$ cat config.mk
export PLATFORM = sky130hd
export DESIGN_NAME = mdio_responder
export DESIGN_NICKNAME = d
export VERILOG_FILES = /design/src/rtl/mdio_responder.sv
export SDC_FILE = /design/constraint.sdc
export NUM_CORES = 1
export LEC_CHECK = 0
export ABC_AREA = 0
export BUFFER_PORTS_ARGS = -buffer_cell sky130_fd_sc_hd__clkbuf_2
export CAP_MARGIN = 0
export CORE_MARGIN = 8
export CORE_UTILIZATION = 35
export CTS_CLUSTER_DIAMETER = 200
export DETAILED_ROUTE_END_ITERATION = 6
export GPL_TIMING_DRIVEN = 0
export PLACE_DENSITY = 0.45
export SLEW_MARGIN = 40
export SYNTH_ARGS = -nofsm -noshare
export SYNTH_HDL_FRONTEND = slang
export SYNTH_SLANG_ARGS = --single-unit
$ cat constraint.sdc
create_clock -name Clk -period 23.6 [get_ports Clk]
set_input_delay 1.18 -clock Clk [delete_from_list [all_inputs] [get_ports Clk]]
set_output_delay 1.18 -clock Clk [all_outputs]
set_load 0.05 [all_outputs]
$ cat src/rtl/mdio_responder.sv
// Clause-22 MDIO responder: oversamples MDC/MDIO on the system clock, decodes
// read/write frames for PHY_ADDR and serves a 32 x 16 register file.
module mdio_responder #(
  parameter logic [4:0]  PHY_ADDR     = 5'd1,
  parameter int          PREAMBLE_MIN = 32,
  parameter logic [15:0] PHY_ID1      = 16'h0007,
  parameter logic [15:0] PHY_ID2      = 16'hC0F0
) (
  input  logic        Clk,
  input  logic        Rst,
  input  logic        MDC,
  input  logic        MDIO_In,
  output logic        MDIO_Out,
  output logic        MDIO_Oe,
  input  logic [15:0] Status_In,
  output logic        Reg_Wr_Valid,
  output logic [4:0]  Reg_Wr_Addr,
  output logic [15:0] Reg_Wr_Data,
  output logic        Frame_Err
);

  typedef enum logic [2:0] {IDLE, ST2, OP, PHYAD, REGAD, TA, WR_DATA, RD_DATA} state_t;

  state_t      state, state_d;
  logic [1:0]  mdc_sync, mdio_sync;
  logic        mdc_prev, mdc_rise, bit_in;
  logic [5:0]  pre_cnt, pre_cnt_d;
  logic [4:0]  bit_cnt, bit_cnt_d;
  logic [15:0] shreg, shreg_d;
  logic        is_read, is_read_d;
  logic [4:0]  reg_addr, reg_addr_d;
  logic        oe_d, out_d, err_d, wr_fire;
  logic [15:0] wr_data, rd_word;
  logic [15:0] regs [32];

  assign mdc_rise = mdc_sync[1] & ~mdc_prev;
  assign bit_in   = mdio_sync[1];
  assign wr_data  = {shreg[14:0], bit_in};

  always_ff @(posedge Clk or posedge Rst) begin
    if (Rst) begin
      mdc_sync  <= '0;
      mdio_sync <= '0;
      mdc_prev  <= 1'b0;
    end else begin
      mdc_sync  <= {mdc_sync[0], MDC};
      mdio_sync <= {mdio_sync[0], MDIO_In};
      mdc_prev  <= mdc_sync[1];
    end
  end

  always_comb begin
    case (reg_addr)
      5'd1:    rd_word = Status_In;
      5'd2:    rd_word = PHY_ID1;
      5'd3:    rd_word = PHY_ID2;
      default: rd_word = regs[reg_addr];
    endcase
  end

  always_comb begin
    state_d    = state;
    pre_cnt_d  = pre_cnt;
    bit_cnt_d  = bit_cnt;
    shreg_d    = shreg;
    is_read_d  = is_read;
    reg_addr_d = reg_addr;
    oe_d       = MDIO_Oe;
    out_d      = MDIO_Out;
    err_d      = 1'b0;
    wr_fire    = 1'b0;
    if (mdc_rise) begin
      case (state)
        IDLE: begin
          if (bit_in) begin
            if (pre_cnt != 6'd63) pre_cnt_d = pre_cnt + 6'd1;
          end else begin
            pre_cnt_d = '0;
            if (pre_cnt >= 6'(PREAMBLE_MIN)) state_d = ST2;
          end
        end
        ST2: begin
          bit_cnt_d = '0;
          if (bit_in) state_d = OP;
          else begin
            err_d   = 1'b1;
            state_d = IDLE;
          end
        end
        OP: begin
          shreg_d   = wr_data;
          bit_cnt_d = bit_cnt + 5'd1;
          if (bit_cnt == 5'd1) begin
            bit_cnt_d = '0;
            is_read_d = (wr_data[1:0] == 2'b10);
            if (wr_data[1:0] == 2'b10 || wr_data[1:0] == 2'b01) state_d = PHYAD;
            else begin
              err_d   = 1'b1;
              state_d = IDLE;
            end
          end
        end
        PHYAD: begin
          shreg_d   = wr_data;
          bit_cnt_d = bit_cnt + 5'd1;
          if (bit_cnt == 5'd4) begin
            bit_cnt_d = '0;
            // A foreign address drops silently; its payload can never look like a preamble.
            state_d   = (wr_data[4:0] == PHY_ADDR) ? REGAD : IDLE;
          end
        end
        REGAD: begin
          shreg_d   = wr_data;
          bit_cnt_d = bit_cnt + 5'd1;
          if (bit_cnt == 5'd4) begin
            bit_cnt_d  = '0;
            reg_addr_d = wr_data[4:0];
            state_d    = TA;
          end
        end
        TA: begin
          if (is_read) begin
            shreg_d   = rd_word;
            oe_d      = 1'b1;
            out_d     = 1'b0;
            bit_cnt_d = '0;
            state_d   = RD_DATA;
          end else if (bit_cnt == 5'd1) begin
            bit_cnt_d = '0;
            state_d   = WR_DATA;
          end else begin
            bit_cnt_d = 5'd1;
          end
        end
        WR_DATA: begin
          shreg_d   = wr_data;
          bit_cnt_d = bit_cnt + 5'd1;
          if (bit_cnt == 5'd15) begin
            wr_fire   = 1'b1;
            bit_cnt_d = '0;
            state_d   = IDLE;
          end
        end
        RD_DATA: begin
          if (bit_cnt == 5'd16) begin
            oe_d      = 1'b0;
            out_d     = 1'b0;
            bit_cnt_d = '0;
            state_d   = IDLE;
          end else begin
            out_d     = shreg[15];
            shreg_d   = {shreg[14:0], 1'b0};
            bit_cnt_d = bit_cnt + 5'd1;
          end
        end
        default: state_d = IDLE;
      endcase
    end
  end

  always_ff @(posedge Clk or posedge Rst) begin
    if (Rst) begin
      state        <= IDLE;
      pre_cnt      <= '0;
      bit_cnt      <= '0;
      shreg        <= '0;
      is_read      <= 1'b0;
      reg_addr     <= '0;
      MDIO_Oe      <= 1'b0;
      MDIO_Out     <= 1'b0;
      Frame_Err    <= 1'b0;
      Reg_Wr_Valid <= 1'b0;
      Reg_Wr_Addr  <= '0;
      Reg_Wr_Data  <= '0;
    end else begin
      state        <= state_d;
      pre_cnt      <= pre_cnt_d;
      bit_cnt      <= bit_cnt_d;
      shreg        <= shreg_d;
      is_read      <= is_read_d;
      reg_addr     <= reg_addr_d;
      MDIO_Oe      <= oe_d;
      MDIO_Out     <= out_d;
      Frame_Err    <= err_d;
      Reg_Wr_Valid <= wr_fire;
      if (wr_fire) begin
        Reg_Wr_Addr <= reg_addr;
        Reg_Wr_Data <= wr_data;
      end
    end
  end

  // Reg 0 bit 15 is a soft reset of the whole writable file; IDs and status are never stored.
  always_ff @(posedge Clk or posedge Rst) begin
    if (Rst) begin
      for (int i = 0; i < 32; i++) regs[i] <= '0;
    end else if (wr_fire) begin
      if (reg_addr == 5'd0 && wr_data[15]) begin
        for (int i = 0; i < 32; i++) regs[i] <= '0;
      end else if (reg_addr != 5'd1 && reg_addr != 5'd2 && reg_addr != 5'd3) begin
        regs[reg_addr] <= wr_data;
      end
    end
  end

endmodule

# Yosys cells after proc, flatten, opt, wreduce, memory -nomap -nowiden
# Index checks and enable logic that the tools add are counted.
# Widths: inputs -> output; s select.
# word_totals
ff_bits	578
input_bits	20
elab_cells	157
out_inout_bits	25
# classes
magnitude_cmp	3
add_sub_neg	2
n_bitwise	3
eq_ne	32
reduce_logical	22
n_mux	48
# ops
operator	n
$mux 512	2
$bwmux 512	1
$pmux 16 s3	2
$bmux 16 s5	1
$demux 16 s5	1
$mux 16	5
$mux 3	10
$pmux 5 s6	1
$pmux 3 s8	1
$mux 5	4
$ne 2x2->1 const B	9
$eq 5x1->1 const B	3
$mux 1	13
$eq 3x3->1 const B	4
$ge 6x6->1 const B	2
$mux 6	2
$reduce_and 3->1	4
$eq 5x2->1 const B	2
$ne 5x2->1 const B	2
$reduce_and 9->1	1
$reduce_and 4->1	2
$add 6x1->6 const B	1
$eq 3x2->1 const B	2
$lt 6x1->1 const B	1
other kinds (26)	34

# Logic depth before layout (Yosys ltp)
# depth
word_depth	8
ltp_mapped	10
depth_no_buf	8

# Worst setup path before layout
# OpenSTA, ideal clock, no wires.
# synth_timing
path_kind	reg2reg
start	register bit_cnt[0]
end	register regs[288] in the netlist's numbering
path_buffers	2
arrival_time_ps	2197
path_stages_with_launch	10
synth_period_minus_slack_ps	2318
setup_slack_ps	21282
t_required_ps	23479
path_cell_list	dfrtp_1 ha_1 and3_1 ha_1 o2111ai_2 buf_4 nor4_2 nor2_1 buf_2 a22o_1
# synth_between
elab_chain_len	5
# synth_lines
item	line	rtl
from (decl)	28	logic [4:0] bit_cnt, bit_cnt_d;
from (signal assigned)	178	bit_cnt <= bit_cnt_d;
$eq 5x4->1	138	if (bit_cnt == 5'd15) begin
$mux 1	138	
$mux 1	73	case (state)
$mux 1	72	if (mdc_rise) begin
$reduce_and 2->1 (no line)	--	
to (signal, indexed assignment)	201	regs[reg_addr] <= wr_data;
to (decl)	34	logic [15:0] regs [32];
# No other way between the ends.
# A chain may end at the register's enable or synchronous reset.

# Worst setup path in the final report
# layout_timing
start	register reg_addr[1]
end	register shreg[3]
# layout_between
elab_chain_len	7
elab_cells_between_ends	10
cone_classes	3 x eq/ne; 6 x mux; 1 x bitwise
# layout_lines
item	line	rtl
from (decl)	31	logic [4:0] reg_addr, reg_addr_d;
from (signal assigned)	181	reg_addr <= reg_addr_d;
$not 5->6 (implied by the code)	57	default: rd_word = regs[reg_addr];
$bmux 16 s5	57	
$mux 16 (implied by the code) (2 in a row)	57	
$pmux 16 s3 *	53	case (reg_addr)
$mux 16 *	122	if (is_read) begin
$pmux 16 s3 *	73	
to (signal assigned)	179	shreg <= shreg_d;
to (decl)	29	logic [15:0] shreg, shreg_d;
# Every way passes the cells marked *; elsewhere a longest branch is shown, timed or not. The select of a mux whose other input is x is not followed.

==> reports/qor.yml <==
sta:
  fin_crit_sh_pct: 17.9
  max_freq_ghz: 0.237
  setup_viol: 0
  maxSlewHeadroom_pct: 36.6
  final_max_slew_viol_count: 0
  finalWorstSetupSlack_ns: 19.38
  rsz0062_at_grt: "no"
  min_period_ns: 4.22
  skew_ns: 0.0284
  hold_violations: 0
  worst_pin_slew_ns: 0.951
die:
  initial_core_util_pct: 35.4
  die_width_um: 288
  io_pins: 45
  rows: 99
  die_h_um: 288
  core_um2: 73100
  dieArea_um2: 82800
synth:
  ys_seq_area_share_pct: 55.7
  synth_area_um2: 25900
  synthTopCellsByArea: "dfrtp_1 56%, a22o_1 14%, mux4_2 7.9%"
  synthFlopType: "dfrtp_1"
  synth_area_leader_cell: "dfrtp_1"
  synth_edf_count: 0
  syn_nets: 2144
  netlist.area_leader.share_pct: 55.7
  synth.most_common_cell: "dfrtp_1"
  synthCells: 2115
  ys_warn_count: 0
  syn_avg_cell_area_um2: 12.2
  synth_seq_cells: 576
  yosysUniqueCellTypes: 62
  netlist_top_cells_count: "576 x dfrtp_1, 404 x a22o_1, 228 x nand2_1"
  synthArstFlopShare_pct: 100
worst_setup_path:
  cp-start-kind: "flip-flop"
  crit_arrival_ns: 4.71
  critPathTopFamily: "buffers and inverters"
  worst_setup_path_startpoint: "reg_addr[1]"
  timing.rr.start: "reg_addr[1]"
  cp_max_fo: 10
  crit_chain: "buf_2 -> buf_2 -> buf_2 -> buf_2 -> mux4_2 -> a22oi_1 -> nand4_1 -> o211ai_1 -> nand2_1"
  crit_required_ns: 24.09
  path_buf_inv: 4
  crit_path_max_incr_delay_ns: 0.67
  slowest_stage: "buf_2"
  critical_path.most_common_cell: "buf_2"
  crit_type: "reg -> reg"
  crit_path_end_kind: "flip-flop"
global_routing:
  antenna_found_initial: 2
  grt_pass1_wl_mm: 159
  gr-total-overflow: 0
  grt_pass1_vias: 20500
  track_usage_pct: 26.8
  grt_max_degree: 74
cts:
  clkTransAtPathRegs_ns: 0.06
  cts_buffers: 68
  clock_sinks: 576
  cts_buffer_depth: 3
  cts_tree: "yes"
  cts-root-buf: "clkbuf_16"
  insertion_delay_ns: 0.62
  cts_resized: 0
  ctsHtreeMaxLevel: 3
  cts_hold_buf: 0
  postCtsSetupRepairBufs: 0
status:
  status: "completed"
min_path:
  hp-class: "reg -> reg"
  min_from: "mdio_sync[0]"
placed_design:
  port-buffer-count: 44
  globalplace.congestion: 0.953
  dpl_cell_area_um2: 27600
  hpwlAfterDp_mm: 79.6
  dp_slack_ns: 19.59
finish:
  nets: 2269
  layout-drive-gt1-share_pct: 18.2
  final_area_um2: 29900
  nFillCells: 6937
  syn2layout_area_growth_pct: 15.8
drt:
  drt_first_iter_violations: 2097
  vias: 20400
  drt-total-wl_mm: 112
  avgRoutedWirePerCell_um: 34.3
  drcViolationCount: 0
  drtAntennaViolNets: 0
  via_per_inst: 6.27
  first_pass_iters: 5
power:
  ir_worst_vdd_uv: 44.6
  power.leakage_uw: 0.0133
  power_density_nw_per_um2: 70.9
  fin_total_pwr_uw: 2120
job:
  max_cap_viol_count: 0
==> routing by layer <==
layer	share of wire, %	vias to the layer above	track usage, %
met3	7.8	215	5.13
met5	0	-	0
met4	4.1	0	10.7
li1	-	8293	-
met1	43	10900	37.1
met2	45	1029	41.4
==> logic make-up (layout without fill, tap and decap cells) <==
| family | Yosys count | in the layout | synth area share [%] |
|---|---|---|---|
| and+or+nand+nor | 500 | 500 | 9.26 |
| AOI/OAI and AO/OA | 650 | 650 | 19.8 |
| DFF | 576 | 576 | 55.7 |
| muxes | 172 | 172 | 11.1 |
| other | 0 | 2 | 0 |
| buffers and inverters | 208 | 385 | 3.57 |
| adders and majority gates | 9 | 9 | 0.435 |
==> registers in the layout, indices dropped and copies added, names as in the netlist <==
register      count
regs            510
Reg_Wr_Data      16
shreg            16
pre_cnt           6
Reg_Wr_Addr       5
bit_cnt           5
reg_addr          5
state             3
mdc_sync          2
mdio_sync         2
Frame_Err         1
MDIO_Oe           1
MDIO_Out          1
Reg_Wr_Valid      1
is_read           1
mdc_prev          1
==> power by group <==
| group | internal (uW) | switching [uW] |
|---|---|---|
| clock | 649 | 443 |
| sequential | 991 | 3.65 |
| combinational | 9.05 | 27.1 |
==> final cells by class <==
cell class	count	area, um^2	area share (%)
multi-input combinational	1331	10600	35.4
buffer	192	875	2.92
clock inverter	15	185	0.619
tap	959	1200	4.01
timing repair buffer	55	483	1.61
inverter	16	67.6	0.226
sequential	576	14400	48.2
antenna	2	5.00	0.0167
clock buffer	107	2110	7.06
==> final timing paths <==
check	slack (ns)	end	cells past startpoint
min reg2reg	0.36	mdio_sync[1]	0
max reg2reg	19.38	shreg[3]	9
max in group asynchronous	21.33	regs[69]	6
min	0.36	mdio_sync[1]	0
max	19.38	shreg[3]	9
min in group asynchronous	0.57	Reg_Wr_Addr[1]	2
==> per-stage QoR <==
| stage | util (%) | std cells | hold WS [ns] | TNS (ns) |
|---|---|---|---|---|
| detailed placement | 37.8 | 3129 | 0.346 | 0 |
| floorplan | - | 2115 | 0.331 | 0 |
| finish | 41.0 | 3253 | 0.357 | 0 |
| global placement | 37.3 | 3118 | 0.347 | -215.41 |
| global route | 41.0 | 3251 | 0.378 | 0 |
| CTS | 40.9 | 3251 | 0.362 | 0 |
==> placed cells by master (no fill, tap or decap), types with 17 or more instances in the layout <==
master     count
clkbuf_1      97
a22oi_1       30
clkbuf_8      20
o211ai_1      18
a21oi_1       34
o21ai_0       70
o22ai_1       37
nand3_1       37
nor3_1        25
mux4_2        91
mux2_2        17
clkbuf_2      51
and2_1        19
nor2_1        59
dfrtp_1      576
nand2_1      228
a22o_1       404
mux2i_1       64
buf_2         92
clkbuf_16     71
nor2b_1       61
nor2_2        17
No activity file was read; power rests on OpenSTA's default activity.
